## src/rtl/fifo_wr_port_arbiter.sv

```systemverilog
// Write-domain controller of the async FIFO: round-robin/burst-locked sharing of the
// write port, binary/Gray write pointer and full flag. Optional almost-full: FIFO_WR_AFULL_EN.
module fifo_wr_port_arbiter #(
  parameter int unsigned ADDRSIZE     = 4,
  parameter int unsigned DATASIZE     = 32,
  parameter int unsigned NREQ         = 4,
  parameter int unsigned AFULL_THRESH = 2
) (
  input  logic                        wclk_i,
  input  logic                        wrst_n_i,
  input  logic [NREQ-1:0]             req_valid_i,
  input  logic [NREQ-1:0]             req_last_i,
  input  logic [NREQ*DATASIZE-1:0]    req_data_i,
  output logic [NREQ-1:0]             req_ready_o,
  input  logic [ADDRSIZE:0]           rptr_sync_g_i,
  output logic                        winc_o,
  output logic [ADDRSIZE-1:0]         waddr_o,
  output logic [DATASIZE-1:0]         wdata_o,
  output logic [ADDRSIZE:0]           wptr_g_o,
  output logic                        wfull_o,
  output logic [$clog2(NREQ)-1:0]     grant_id_o,
  output logic                        awfull_o
);

  localparam int unsigned PW = ADDRSIZE + 1;
  localparam int unsigned GW = $clog2(NREQ);

  typedef enum logic [0:0] {
    ARB  = 1'b0,
    HOLD = 1'b1
  } state_e;

  state_e          state_q, state_d;
  logic [GW-1:0]   grant_q, grant_d;
  logic [PW-1:0]   wbin_q, wbin_d;
  logic [PW-1:0]   wgray_q, wgray_d;
  logic            wfull_q, wfull_d;

  logic [GW-1:0]   cand_c;
  logic            cand_vld_c;
  logic [GW-1:0]   sel_c;
  logic            sel_vld_c;
  logic            accept_c;
  logic [PW-1:0]   rptr_full_c;

  logic [DATASIZE-1:0] data_arr [NREQ];

  // Unpack requester data lanes
  for (genvar k = 0; k < NREQ; k++) begin : g_lane
    assign data_arr[k] = req_data_i[k*DATASIZE +: DATASIZE];
  end

  // Round-robin candidate: first valid requester after the last owner
  always_comb begin
    int unsigned idx;
    logic [GW-1:0] j;
    idx        = 0;
    j          = '0;
    cand_c     = grant_q;
    cand_vld_c = 1'b0;
    for (int unsigned i = 1; i <= NREQ; i++) begin
      idx = 32'(grant_q) + i;
      if (idx >= NREQ) begin
        idx = idx - NREQ;
      end
      j = GW'(idx);
      if (!cand_vld_c && req_valid_i[j]) begin
        cand_vld_c = 1'b1;
        cand_c     = j;
      end
    end
  end

  // Full compare target: read pointer with its two MSBs inverted
  assign rptr_full_c = {~rptr_sync_g_i[ADDRSIZE:ADDRSIZE-1], rptr_sync_g_i[ADDRSIZE-2:0]};

  // Grant selection, lock tracking and next pointer state
  always_comb begin
    state_d     = state_q;
    grant_d     = grant_q;
    sel_c       = grant_q;
    sel_vld_c   = 1'b0;
    req_ready_o = '0;
    case (state_q)
      ARB: begin
        sel_c     = cand_c;
        sel_vld_c = cand_vld_c;
      end
      HOLD: begin
        sel_c     = grant_q;
        sel_vld_c = req_valid_i[grant_q];
      end
      default: begin
        sel_c     = grant_q;
        sel_vld_c = 1'b0;
      end
    endcase
    // Reset gates the accept so no beat is taken while held in reset
    accept_c = sel_vld_c && !wfull_q && wrst_n_i;
    if (accept_c) begin
      req_ready_o[sel_c] = 1'b1;
      grant_d            = sel_c;
      state_d            = req_last_i[sel_c] ? ARB : HOLD;
    end
    wbin_d  = wbin_q + PW'(accept_c);
    wgray_d = wbin_d ^ (wbin_d >> 1);
    wfull_d = (wgray_d == rptr_full_c);
  end

  always_ff @(posedge wclk_i or negedge wrst_n_i) begin
    if (!wrst_n_i) begin
      state_q <= ARB;
      grant_q <= GW'(NREQ - 1);
      wbin_q  <= '0;
      wgray_q <= '0;
      wfull_q <= 1'b0;
    end else begin
      state_q <= state_d;
      grant_q <= grant_d;
      wbin_q  <= wbin_d;
      wgray_q <= wgray_d;
      wfull_q <= wfull_d;
    end
  end

  assign winc_o     = |req_ready_o;
  assign waddr_o    = wbin_q[ADDRSIZE-1:0];
  assign wdata_o    = data_arr[sel_c];
  assign wptr_g_o   = wgray_q;
  assign wfull_o    = wfull_q;
  assign grant_id_o = grant_q;

`ifdef FIFO_WR_AFULL_EN
  localparam int unsigned DEPTH = 32'(1) << ADDRSIZE;

  logic [PW-1:0] rbin_c;
  logic [PW-1:0] wlvl_c;
  logic          awfull_q, awfull_d;

  // Occupancy against the synchronised read pointer, converted back to binary
  always_comb begin
    rbin_c = rptr_sync_g_i;
    for (int unsigned i = 1; i < PW; i++) begin
      rbin_c = rbin_c ^ (rptr_sync_g_i >> i);
    end
    wlvl_c   = wbin_d - rbin_c;
    awfull_d = (32'(wlvl_c) >= (DEPTH - AFULL_THRESH));
  end

  always_ff @(posedge wclk_i or negedge wrst_n_i) begin
    if (!wrst_n_i) begin
      awfull_q <= 1'b0;
    end else begin
      awfull_q <= awfull_d;
    end
  end

  assign awfull_o = awfull_q;
`else
  logic unused_afull_thresh;

  assign unused_afull_thresh = ^AFULL_THRESH;
  assign awfull_o            = 1'b0;
`endif

endmodule

```

## config.mk

```make
export PLATFORM = sky130hd
export DESIGN_NAME = fifo_wr_port_arbiter
export DESIGN_NICKNAME = d
export VERILOG_FILES = /design/src/rtl/fifo_wr_port_arbiter.sv
export SDC_FILE = /design/constraint.sdc
export NUM_CORES = 1
export LEC_CHECK = 0
export ABC_AREA = 1
export BUFFER_PORTS_ARGS = -buffer_cell sky130_fd_sc_hd__buf_2
export CAP_MARGIN = 10
export CORE_ASPECT_RATIO = 2
export CORE_MARGIN = 2
export CORE_UTILIZATION = 33
export CTS_BUF_LIST = sky130_fd_sc_hd__clkbuf_16
export CTS_CLUSTER_DIAMETER = 40
export CTS_CLUSTER_SIZE = 16
export DETAILED_ROUTE_END_ITERATION = 12
export GPL_TIMING_DRIVEN = 0
export PLACE_DENSITY = 0.79
export SETUP_SLACK_MARGIN = 0.5
export SLEW_MARGIN = 25
export SYNTH_ARGS = -nofsm -noshare
export SYNTH_HDL_FRONTEND = slang
export SYNTH_SLANG_ARGS = --single-unit
```

## constraint.sdc

```tcl
create_clock -name wclk_i -period 2.5 [get_ports wclk_i]
set_input_delay 0.25 -clock wclk_i [delete_from_list [all_inputs] [get_ports wclk_i]]
set_output_delay 0.25 -clock wclk_i [all_outputs]
set_load 0.005 [all_outputs]
```

### After elaboration in Yosys (flattened, before gate mapping)

Index checks and enable logic that the tools add are counted.

| storage, ports and cells | value |
|---|---|
| register bits after elaboration | 14 |
| word-level logic and storage cells | 75 |

| operators by class | value |
|---|---|
| add/subtract/negate cells | 9 |
| $lt $le $gt $ge | 12 |
| equal/unequal tests | 1 |
| multiplexer cells | 33 |
| bitwise operators | 4 |
| reductions and logical operators | 11 |

Operators with widths:

| cell | number |
|---|---|
| binary-select mux 32 bit (select 2 bit) | 1 |
| 2-to-1 mux 32 bit | 2 |
| less-than comparator 2 x 3 -> 1 bit (second input constant) | 6 |
| 2-to-1 mux 2 bit | 8 |
| binary-select mux 1 bit (select 2 bit) | 6 |
| greater-or-equal comparator 3 bit (second input constant) | 4 |
| 2-to-1 mux 1 bit | 12 |
| subtractor 2 x 1 -> 2 bit (second input constant) | 4 |
| adder 2 x 2 -> 3 bit (second input constant) | 2 |
| logical AND 1 bit | 6 |
| adder 5 x 1 -> 5 bit | 1 |
| equality test 5 bit | 1 |
| bitwise XOR 5 x 4 -> 5 bit | 1 |
| adder 2 x 3 -> 4 bit (second input constant) | 1 |
| greater-or-equal comparator 4 x 3 -> 1 bit (second input constant) | 1 |
| zero test 1 bit | 4 |
| 2-to-1 mux 4 bit | 1 |
| one-hot mux 2 bit (2 select lines) | 1 |
| OR reduction 4 bit | 1 |
| adder 2 x 1 -> 3 bit (second input constant) | 1 |
| NOT 2 -> 3 bit | 1 |
| demux 1 bit (select 2 bit) | 1 |
| greater-or-equal comparator 2 x 1 -> 1 bit (second input constant) | 1 |
| NOT 2 bit | 1 |
| other kinds (2) | 2 |

### Depth between registers and ports, before layout

Gate-level depths: netlist of run 1.

| logic depth | value |
|---|---|
| depth in word-level cells | 22 |
| gate-level depth with buffers | 18 |
| mapped depth without buffers | 17 |

### Worst setup path after synthesis of run 1

No wires, ideal clock.

| path | value |
|---|---|
| kind | reg-to-reg |
| start point | register grant_q[0], in the netlist grant_id_o[0] |
| end point | register wfull_q, in the netlist wfull_o |
| library setup time | 0.101 ns |
| arrival | 2.673 ns |
| required time | 2.399 ns |
| slack | -0.274 ns |
| cell stages (with the launch flop) | 17 |
| path buffers | 1 |
| clock period less this slack | 2.774 ns |
| path through | dfstp_2 > buf_4 > nand2_1 > nand2_1 > nand2_1 > nand2_1 > o31ai_1 > nand2_1 > nand2_1 > nor2_1 > ha_1 > ha_1 > xor2_1 > xnor2_1 > or2_2 > nand3_1 > nor4_1 |

| between the ends | value |
|---|---|
| cells in the longest elaborated chain, start to end | 21 |
| elaborated cells on any way between the ends | 42 |
| classes of those cells | add/sub (9); order compare (4); eq/ne (1); mux (19); bitwise (1); reduce/logical (8) |

RTL lines:

| item | RTL line | source |
|---|---|---|
| start: declaration | 34 | `logic [GW-1:0] grant_q, grant_d;` |
| start signal: assignment | 113 | `grant_q <= GW'(NREQ - 1);` |
| start signal: assignment | 119 | `grant_q <= grant_d;` |
| adder 2 x 1 -> 3 bit | 62 | `idx = 32'(grant_q) + i;` |
| greater-or-equal comparator 3 bit or subtractor 2 x 1 -> 2 bit (tied branches) | 63, 64 |  |
| 2-to-1 mux 2 bit | 63 | `if (idx >= NREQ) begin` |
| binary-select mux 1 bit (select 2 bit) | 67 | `if (!cand_vld_c && req_valid_i[j]) begin` |
| 2-to-1 mux 1 bit (implied by the code) | 67 |  |
| 2-to-1 mux 1 bit | 67 |  |
| zero test 1 bit | 67 |  |
| logical AND 1 bit | 67 |  |
| (+7 left out) | - |  |
| one-hot mux 1 bit (2 select lines) * | 84 | `case (state_q)` |
| logical AND 1 bit * (2 in series) | 99 | `accept_c = sel_vld_c && !wfull_q && wrst_n_i;` |
| via accept_c | 43 | `logic accept_c;` |
| adder 5 x 1 -> 5 bit * | 105 | `wbin_d = wbin_q + PW'(accept_c);` |
| via wbin_d[2] | 35 | `logic [PW-1:0] wbin_q, wbin_d;` |
| bitwise XOR 5 x 4 -> 5 bit * | 106 | `wgray_d = wbin_d ^ (wbin_d >> 1);` |
| equality test 5 bit * | 107 | `wfull_d = (wgray_d == rptr_full_c);` |
| via wfull_d | 37 | `logic wfull_q, wfull_d;` |
| end signal: assignment | 122 | `wfull_q <= wfull_d;` |
| end: declaration | 37 |  |

The timed path passes the listed nets; every way through them passes the cells marked *. The select of a mux whose other input is x is not followed.
A chain may end at the register's enable or synchronous reset.

### Final worst setup path of run 1

| path | value |
|---|---|
| start point | register grant_q[0], in the netlist grant_id_o[0] |
| end point | output wdata_o[24] |

| between the ends | value |
|---|---|
| cells in the longest elaborated chain, start to end | 20 |
| elaborated cells on any way between the ends | 42 |
| classes of those cells | add/sub (8); order compare (4); mux (23); bitwise (1); reduce/logical (6) |

RTL lines:

| item | RTL line | source |
|---|---|---|
| adder 2 x 1 -> 3 bit | 62 |  |
| greater-or-equal comparator 3 bit or subtractor 2 x 1 -> 2 bit (tied branches) | 63, 64 |  |
| 2-to-1 mux 2 bit | 63 |  |
| binary-select mux 1 bit (select 2 bit) | 67 |  |
| 2-to-1 mux 1 bit (implied by the code) | 67 |  |
| 2-to-1 mux 1 bit | 67 |  |
| zero test 1 bit | 67 |  |
| logical AND 1 bit | 67 |  |
| (+3 left out) | - |  |
| 2-to-1 mux 1 bit | 67 |  |
| zero test 1 bit | 67 |  |
| logical AND 1 bit | 67 |  |
| 2-to-1 mux 2 bit | 67 |  |
| one-hot mux 2 bit (2 select lines) * | 84 |  |
| NOT 2 -> 3 bit (implied by the code) * | 128 | `assign wdata_o = data_arr[sel_c];` |
| binary-select mux 32 bit (select 2 bit) * | 128 |  |
| 2-to-1 mux 32 bit (implied by the code) * (2 in series) | 128 |  |
| end: declaration | 18 | `output logic [DATASIZE-1:0] wdata_o,` |

Mark *: on every way between the ends. The rest lies on a longest branch, timed or not. The select of a mux whose other input is x is not followed.

==> impl_metrics.ini, run 1 <==
[floorplanning]
rows = 39
dieArea_um2 = 6530
start_util_pct = 33.9
core_um2 = 5710
io_pins = 193
die_w_um = 58.2
die_h_um = 112

[synth]
ys_warn_count = 0
syn_nets = 513
synthDistinctLibCells = 29
postSynthCellCount = 368
ys_ff_latch = 13
netlist_area_um2 = 1940
seq_area_frac_synth_pct = 16.9
syn_area_per_cell_um2 = 5.26

[finish]
area_growth_syn_to_layout_pct = 106
layout_common_cells = nand2_1, buf_2, nand2_2, nand3_1, buf_4
regArea_um2 = 328
final_common_cell = nand2_1
fillers = 464
multi_input_area_um2 = 1820
antenna_cells = 0
drive_gt1_share_pct = 55.6
fin_cells = 664
final_nets = 749

[clocking]
clock-sinks = 13
cts_buffers = 3
clockBufferDepth = 2
insertion_delay_ns = 0.24
cts_tree = done
clock-root-buffer = clkbuf_16
htree_levels = 1
cts.clk_slew.worst_paths_ns = 0.04

[sta]
final_hold_viol_count = 0
setup_violations = 37
maxSlewViolCount = 0
layout_min_cycle_time_ns = 2.81
worst_pin_slew_ns = 0.509
rsz0062_at_grt = true
slew_headroom_pct = 65.9
fin_hold_ws_ns = 0.0125
worst_slack_ns = -0.305
worst_clock_skew_ns = 0.00252
max_freq_mhz = 356
post-route-period-util_pct = 112

[run_status]
violations = setup timing
status = finished with violations

[drt]
drtIter0Drc = 192
vias = 3279
drt-total-wl_um = 9950
dr.pass1.iters = 6
viasPerCell = 4.94
drtAntennaViolNets = 0
drc = 0
wl_per_cell_um = 15.0

[critical_path]
path_class = flip-flop to output pin
critPathLaunch = grant_id_o[0]$_DFFE_PN1P_
critPathMaxFanout = 8
max_stage_delay_ns = 0.55
crit_path_top_delay_cell = dfstp_2
worstSetupStartpointType = flip-flop
crit_buf_inv = 6
r2r_start = grant_id_o[0]$_DFFE_PN1P_
crit_family = buffers and inverters
worstPathArrival_ns = 2.56
worstPathCellList = buf_8 > nand2_1 > nand2_4 > nand2_2 > nand2_2 > buf_6 > nand3_2 > nand3_2 > nand2_2 > a21oi_4 > buf_4 > buf_6 > buf_8 > nand2_1 > nand3_2 > buf_2
required_ns = 2.25
worst_setup_path_end_kind = output pin

[hold_path]
hold_path.class = primary input to async pin

[global_routing]
grt_util_all_layers_pct = 28.0
grt_pass1_wl_um = 14400
grt_max_degree = 12
grt_pass1_vias = 3203
grt_overflow = 0
antenna_found_initial = 0

[placement]
io_buffers = 191
hpwl_um = 6950
place_inst = 620
gp_congestion = 0.955

[flow_run]
maxCapViolations = 0
-- metrics by stage --
stage	setup TNS (ns)	area, um2	utilization (%)	setup WS, ns
after global routing	-14.16	3990	70.0	-0.430
after detailed placement	-0.626	3090	54.1	-0.413
after CTS	-6.11	3660	64.1	-0.251
after floorplan	-0.0761	2060	-	-0.0761
final	-9.68	3990	70.0	-0.305
after global placement	-0.329	3090	54.1	-0.329
-- cell usage after synthesis (all sizes together) --
master	n	area [um2]
nor4	1	6.26
dfrtp	11	275
nor2	9	43.8
clkinv	1	5.00
conb	1	3.75
xnor2	6	52.6
ha	2	25.0
buf	17	133
or2	1	6.26
o31ai	1	7.51
dfstp	2	52.6
xor2	5	43.8
o21ai	4	23.8
nand2	248	953
a22oi	1	7.51
nand3	44	225
nand3b	1	7.51
inv	12	47.6
a21oi	1	16.3
-- layer usage --
layer	up-vias	global-route usage, %	share of wire (%)
met4	0	9.30	2.6
met2	177	56.1	56
met5	-	0	0
met3	25	6.68	8.8
met1	1475	25.6	32
li1	1602	-	-
-- flip-flops by register name, indices dropped and copies added (netlist names) --
| register | cells |
|---|---|
| wbin_q | 5 |
| wptr_g_o | 4 |
| grant_id_o | 2 |
| state_q | 1 |
| wfull_o | 1 |
-- area by class of cell --
class	instances	share of cell area, %
Buffer	17	5.36
Clock buffer	3	1.88
Clock inverter	1	0.0940
Inverter	13	1.79
Multi-Input combinational cell	325	45.5
Sequential cell	13	8.21
Tap cell	61	1.91
Timing Repair Buffer	231	35.3
-- cell families (layout without fill, tap and decap cells) --
logic type                 after synthesis  after routing  share of synthesized area, %
other                                    1              1                         0.194
and+or+nand+nor                        304            304                          64.2
adders and majority gates                2              2                          1.29
xor gates and xnor gates                11             11                          4.98
AOI/OAI and AO/OA                        7              7                          2.84
buffers and inverters                   30            265                          9.57
DFF                                     13             13                          16.9
-- what timing repair did --
action                     CTS  global route
hold endpoints to repair    11             0
hold buffers                 1             0
setup endpoints to repair   49            49
cloned                       7             2
resized for setup           53            52
buffers inserted            22             8
pin swaps                   22            20
-- final timing paths --
path / endpoint / slack [ns] / depth (start not counted)
worst min-delay path: grant_id_o[0]$_DFFE_PN1P_ / 0.01 / 1
worst min register to register: state_q$_DFFE_PN0P_ / 0.56 / 2
worst max register to register: wfull_o$_DFF_PN0_ / -0.26 / 17
worst max-delay path: wdata_o[24] / -0.31 / 16
min in group wclk_i: wfull_o$_DFF_PN0_ / 0.30 / 3
max in group asynchronous: wptr_g_o[3]$_DFF_PN0_ / 1.55 / 2
Power of run 1 is not shown: default switching activity piles up to over one toggle a cycle in this logic, so the estimate is an artifact.
==> run 2, diff against run 1 <==
--- a/config.mk
+++ b/config.mk
@@ -10,13 +10,13 @@
 export CAP_MARGIN = 10
 export CORE_ASPECT_RATIO = 2
 export CORE_MARGIN = 2
-export CORE_UTILIZATION = 33
+export CORE_UTILIZATION = 37
 export CTS_BUF_LIST = sky130_fd_sc_hd__clkbuf_16
 export CTS_CLUSTER_DIAMETER = 40
 export CTS_CLUSTER_SIZE = 16
 export DETAILED_ROUTE_END_ITERATION = 12
 export GPL_TIMING_DRIVEN = 0
-export PLACE_DENSITY = 0.79
+export PLACE_DENSITY = 0.84
 export SETUP_SLACK_MARGIN = 0.5
 export SLEW_MARGIN = 25
 export SYNTH_ARGS = -nofsm -noshare
==> constraint.sdc (replaced) <==
create_clock -name wclk_i -period 2.7 [get_ports wclk_i]
set_input_delay 0.27 -clock wclk_i [delete_from_list [all_inputs] [get_ports wclk_i]]
set_output_delay 0.27 -clock wclk_i [all_outputs]
set_load 0.005 [all_outputs]
==> run 2 against run 1 <==
  * The flow still finishes with violations (setup timing)
  * Final area is 4.6% lower
  * Via count is 1.9% lower
  * First-iteration DRC count is 19% lower
  * Sequential share of layout area is 0.40 points higher
  * Core utilization is 4.8 points higher
  * Critical path depth is 1 higher
  * Routed wire length is 0.98% lower
  * Non-clock buffer count stayed put
  * Register-to-register slack better by 0.09 ns
  * Worst setup slack better by 0.11 ns
  * Final cell count is 0.45% lower
  * Clock-buffer cell count stayed put
  * Critical path type unchanged
  * Critical endpoint is now wdata_o[15]
  * Largest cell class unchanged
==> impl_metrics.ini, run 2 (synthesis results as in run 1) <==
[global_routing]
gr-usage-met2_pct = 57.2
antenna_found_initial = 0
grt_overflow = 0
busiest_layer = met2
grt_max_degree = 12
grt_pass1_wl_um = 13500
use_met3_pct = 11.5
grt_pass1_vias = 3089
grt_use_met1_pct = 28.2
grt_util_all_layers_pct = 30.9

[finish]
layout_common_cells = nand2_1, buf_2, nand3_1, buf_4, buf_6
fin_cells = 661
area_growth_syn_to_layout_pct = 96.8
regArea_um2 = 328
largest_register = wbin_q
fillers = 443
antenna_cells = 0
final_nets = 749
multi_input_area_um2 = 1760
final_common_cell = nand2_1
finalCoreUtilization_pct = 74.8
largest_register_ffs = 5
drive_gt1_share_pct = 51.2

[power_and_ir_drop]
cellPowerDensity_nw_per_um2 = 2110
vdd.ir_drop.worst_uv = 1830
p_leak_nw = 2.29
fin_total_pwr_mw = 8.05

[drt]
viasPerCell = 4.87
drtIter0Drc = 155
vias = 3217
drc = 0
wl_per_cell_um = 14.9
drt-total-wl_um = 9850
dr.pass1.iters = 4
drtAntennaViolNets = 0

[critical_path]
worstSetupStartpointType = flip-flop
path_class = flip-flop to output pin
required_ns = 2.43
worst_setup_path_end_kind = output pin
worstPathArrival_ns = 2.63
critPathMaxFanout = 10

[sta]
final_hold_viol_count = 0
rsz0062_at_grt = true
post-route-period-util_pct = 107
slew_headroom_pct = 64.1
worst_clock_skew_ns = 0.00146
worst_pin_slew_ns = 0.536
setup_violations = 37
finalSetupTns_ns = -6.11
max_freq_mhz = 345
layout_min_cycle_time_ns = 2.90
worst_slack_ns = -0.197
maxSlewViolCount = 0

[floorplanning]
rows = 37
dieArea_um2 = 5860
die_h_um = 106
start_util_pct = 38.0
io_pins = 193
core_um2 = 5090
die_w_um = 55.1

[clocking]
cts.clk_slew.worst_paths_ns = 0.05
cts_tree = done
clockBufferDepth = 2
clock-sinks = 13
clock-root-buffer = clkbuf_16
insertion_delay_ns = 0.24
htree_levels = 1
cts_buffers = 3

[hold_path]
hold_path.class = primary input to async pin

[flow_run]
maxCapViolations = 0

[placement]
place_inst = 617
io_buffers = 191
hpwl_um = 7050
gp_congestion = 0.898

[run_status]
violations = setup timing
status = finished with violations
run 2: cell types whose count changed in the layout (fill, tap and decap cells not counted), sizes merged:
cell    before  now
inv         14   13
clkbuf       5    4
buf        245  246
clkinv       0    1
run 2: worst max-delay path, cell delays in order, from the launching register on:
cell and delay, ns:
dfstp_2 0.55, buf_2 0.16, nand2_1 0.10, nand2_4 0.11
nand2_4 0.06, buf_4 0.12, buf_4 0.11, nand3_1 0.07
nand2_1 0.05, nand2_1 0.09, nand2_2 0.07, nand2_4 0.09
nand2_8 0.11, nor2_4 0.22, buf_6 0.18, nand2_1 0.06
nand3_1 0.08, buf_2 0.13
run 2: timing repair:
item | CTS | global route
endpoints found under the hold margin | 11 | 0
setup buffers | 22 | 10
cloned | 5 | 2
endpoints found under the setup margin | 45 | 48
resized for setup | 72 | 14
pin swaps | 20 | 13
hold buffers | 1 | 0
run 2: cell type report:
class	count	area share, %
repair buffers	231	34.4
inverters	13	1.91
plain buffers	17	5.03
multi-input cells	325	46.1
flip-flops and latches	13	8.61
clock buffers	3	1.97
clock inverters	1	0.0986
well taps	58	1.91
run 2: path summary, 6_finish.rpt:
kind | startpoint | to | slack, ns | cells after the start
worst min-delay path | wrst_n_i | grant_id_o[1]$_DFFE_PN1P_ | 0.06 | 1
worst min register to register | state_q$_DFFE_PN0P_ | state_q$_DFFE_PN0P_ | 0.58 | 2
worst max-delay path | grant_id_o[0]$_DFFE_PN1P_ | wdata_o[15] | -0.20 | 17
max in group asynchronous | wrst_n_i | wfull_o$_DFF_PN0_ | 1.68 | 2
worst max register to register | grant_id_o[0]$_DFFE_PN1P_ | wfull_o$_DFF_PN0_ | -0.17 | 18
min in group wclk_i | rptr_sync_g_i[3] | wfull_o$_DFF_PN0_ | 0.33 | 3
run 2: layer usage:
layer	vias up	part of all wire, %	routed length (um)
met2	152	54	5300
met4	0	1.8	176
li1	1603	-	-
met1	1446	33	3260
met3	16	11	1120
met5	-	0	0
run 2: power breakdown:
group / switching, mW / internal (mW)
Clock: 0.0825 / 0.195
Combinational: 3.94 / 3.40
Sequential: 0.109 / 0.317
Total: 4.13 / 3.92
run 2: metrics by stage:
stage / worst slack [ns] / hold WS, ns / cell area [um2]
2_1_floorplan: 0.124 / -0.0256 / 2020
3_3_place_gp: -0.277 / 0.177 / 3050
3_5_place_dp: -0.302 / 0.180 / 3050
4_1_cts: -0.0703 / 0.0360 / 3620
5_1_grt: -0.317 / 0.0625 / 3810
6_report: -0.197 / 0.0560 / 3810
Power figures use the tool's default switching activity.
==> run 3, diff against run 2 <==
--- a/config.mk
+++ b/config.mk
@@ -16,7 +16,7 @@
 export CTS_CLUSTER_SIZE = 16
 export DETAILED_ROUTE_END_ITERATION = 12
 export GPL_TIMING_DRIVEN = 0
-export PLACE_DENSITY = 0.84
+export PLACE_DENSITY_LB_ADDON = 0.2
 export SETUP_SLACK_MARGIN = 0.5
 export SLEW_MARGIN = 25
 export SYNTH_ARGS = -nofsm -noshare
==> run 3 against run 2 <==
  * Non-clock buffer count fell by 3
  * Largest power group unchanged
  * Combinational power fell by 2%
  * Maximum frequency rose by 4.0%
  * Via count rose by 1.5%
  * The run still ends with setup timing left
  * Critical endpoint is now wdata_o[28]
  * Hold slack got worse by 0.016 ns
  * Worst setup slack improved by 0.11 ns
==> impl_metrics.ini, run 3 (synthesis results as in run 1) <==
[clocking]
cts_tree = done
clock-sinks = 13
cts_buffers = 3
clockBufferDepth = 2
clock-root-buffer = clkbuf_16
cts.clk_slew.worst_paths_ns = 0.04
insertion_delay_ns = 0.23
htree_levels = 1

[floorplanning]
start_util_pct = 38.0
die_h_um = 106
io_pins = 193
rows = 37
dieArea_um2 = 5860
core_um2 = 5090
die_w_um = 55.1

[drt]
drtIter0Drc = 96
drt-total-wl_um = 9380
viasPerCell = 4.95
vias = 3264
drtAntennaViolNets = 0
wl_per_cell_um = 14.2
dr.pass1.iters = 4
drc = 0

[finish]
fillers = 423
fin_area_um2 = 3860
largest_register_ffs = 5
antenna_cells = 0
final_common_cell = nand2_1
regArea_um2 = 328
final_nets = 747
largest_register = wbin_q
drive_gt1_share_pct = 51.9
multi_input_area_um2 = 1790
area_growth_syn_to_layout_pct = 99.2
layout_common_cells = nand2_1, buf_2, nand3_1, buf_4, buf_6

[global_routing]
grt_overflow = 0
grt_max_degree = 12
grt_pass1_vias = 2960
antenna_found_initial = 0
grt_pass1_wl_um = 13000
grt_util_all_layers_pct = 29.0

[sta]
slew_headroom_pct = 64.9
layout_min_cycle_time_ns = 2.79
rsz0062_at_grt = true
setup_violations = 34
max_freq_mhz = 359
maxSlewViolCount = 0
final_hold_viol_count = 0
worst_clock_skew_ns = 0.00148
post-route-period-util_pct = 103
worst_slack_ns = -0.0863
worst_pin_slew_ns = 0.524
finalSetupTns_ns = -1.76

[critical_path]
path_class = flip-flop to output pin
worstSetupStartpointType = flip-flop
critPathMaxFanout = 8
worst_setup_path_end_kind = output pin
required_ns = 2.43
worstPathArrival_ns = 2.52

[hold_path]
hold_path.class = primary input to async pin

[placement]
placed_cell_area_um2 = 3050
gp_congestion = 0.849
io_buffers = 191
hpwl_um = 6580

[power_and_ir_drop]
p_leak_nw = 2.28
vdd.ir_drop.worst_uv = 1480
fin_total_pwr_mw = 7.93
cellPowerDensity_nw_per_um2 = 2060

[flow_run]
maxCapViolations = 0

[run_status]
violations = setup timing
status = finished with violations
-- run 3: metrics by stage --
step           hold slack, ns  util, %  setup slack, ns  std cells
3_5_place_dp            0.175     59.9           -0.224        617
3_3_place_gp            0.173     59.9           -0.160        617
2_1_floorplan         -0.0256        -            0.124        368
6_report               0.0397     75.7          -0.0863        659
5_1_grt                0.0390     75.7           -0.227        659
4_1_cts                0.0224     69.5          -0.0425        647
-- run 3: final timing paths --
kind	slack, ns	to	cells past startpoint	from
max	-0.09	wdata_o[28]	18	grant_id_o[0]$_DFFE_PN1P_
min	0.04	grant_id_o[0]$_DFFE_PN1P_	1	wrst_n_i
max reg2reg	-0.07	wfull_o$_DFF_PN0_	17	grant_id_o[0]$_DFFE_PN1P_
min reg2reg	0.55	wbin_q[0]$_DFF_PN0_	1	wbin_q[0]$_DFF_PN0_
max in group asynchronous	1.71	wptr_g_o[2]$_DFF_PN0_	2	wrst_n_i
min in group wclk_i	0.32	wfull_o$_DFF_PN0_	3	rptr_sync_g_i[3]
-- run 3: timing repair --
item / 4_1_cts / 5_1_grt
cloned: 4 / 1
buffers inserted: 21 / 11
hold endpoints to repair: 11 / 0
pin swaps: 18 / 17
hold buffers: 1 / 0
resized for setup: 53 / 52
setup endpoints to repair: 45 / 47
-- run 3: critical path, stage by stage (launching register included) --
cell	delay, ns
dfstp_2	0.54
buf_8	0.14
nand2_2	0.08
nand2_4	0.11
nand2_2	0.07
nand2_4	0.08
buf_6	0.10
nand3_2	0.08
nand2_1	0.06
nand2_1	0.06
nand2_2	0.12
nand2_8	0.10
buf_6	0.15
nand2_8	0.08
clkinv_8	0.08
buf_8	0.14
nand2_1	0.07
nand3_2	0.07
buf_2	0.13
-- run 3: layout make-up --
type                    instances  area share, %
multi-input cells             326           46.5
repair buffers                228           33.8
flip-flops and latches         13           8.50
plain buffers                  17           5.26
inverters                      13           2.01
clock buffers                   3           1.95
well taps                      58           1.88
clock inverters                 1         0.0973
-- run 3: routing by layer --
metal  GRT usage [%]  share of wire (%)  vias to the layer above  wire length [um]
met5               0                  0                        -                 0
met4            6.97                2.3                        0               218
met3            5.06                8.3                       22               778
met2            57.1                 55                      163              5150
met1            28.5                 34                     1473              3240
li1                -                  -                     1606                 -
-- run 3: power breakdown --
group | switching [mW] | internal, mW | total (mW)
clock network | 0.0716 | 0.194 | 0.266
logic | 3.82 | 3.41 | 7.23
registers | 0.123 | 0.317 | 0.440
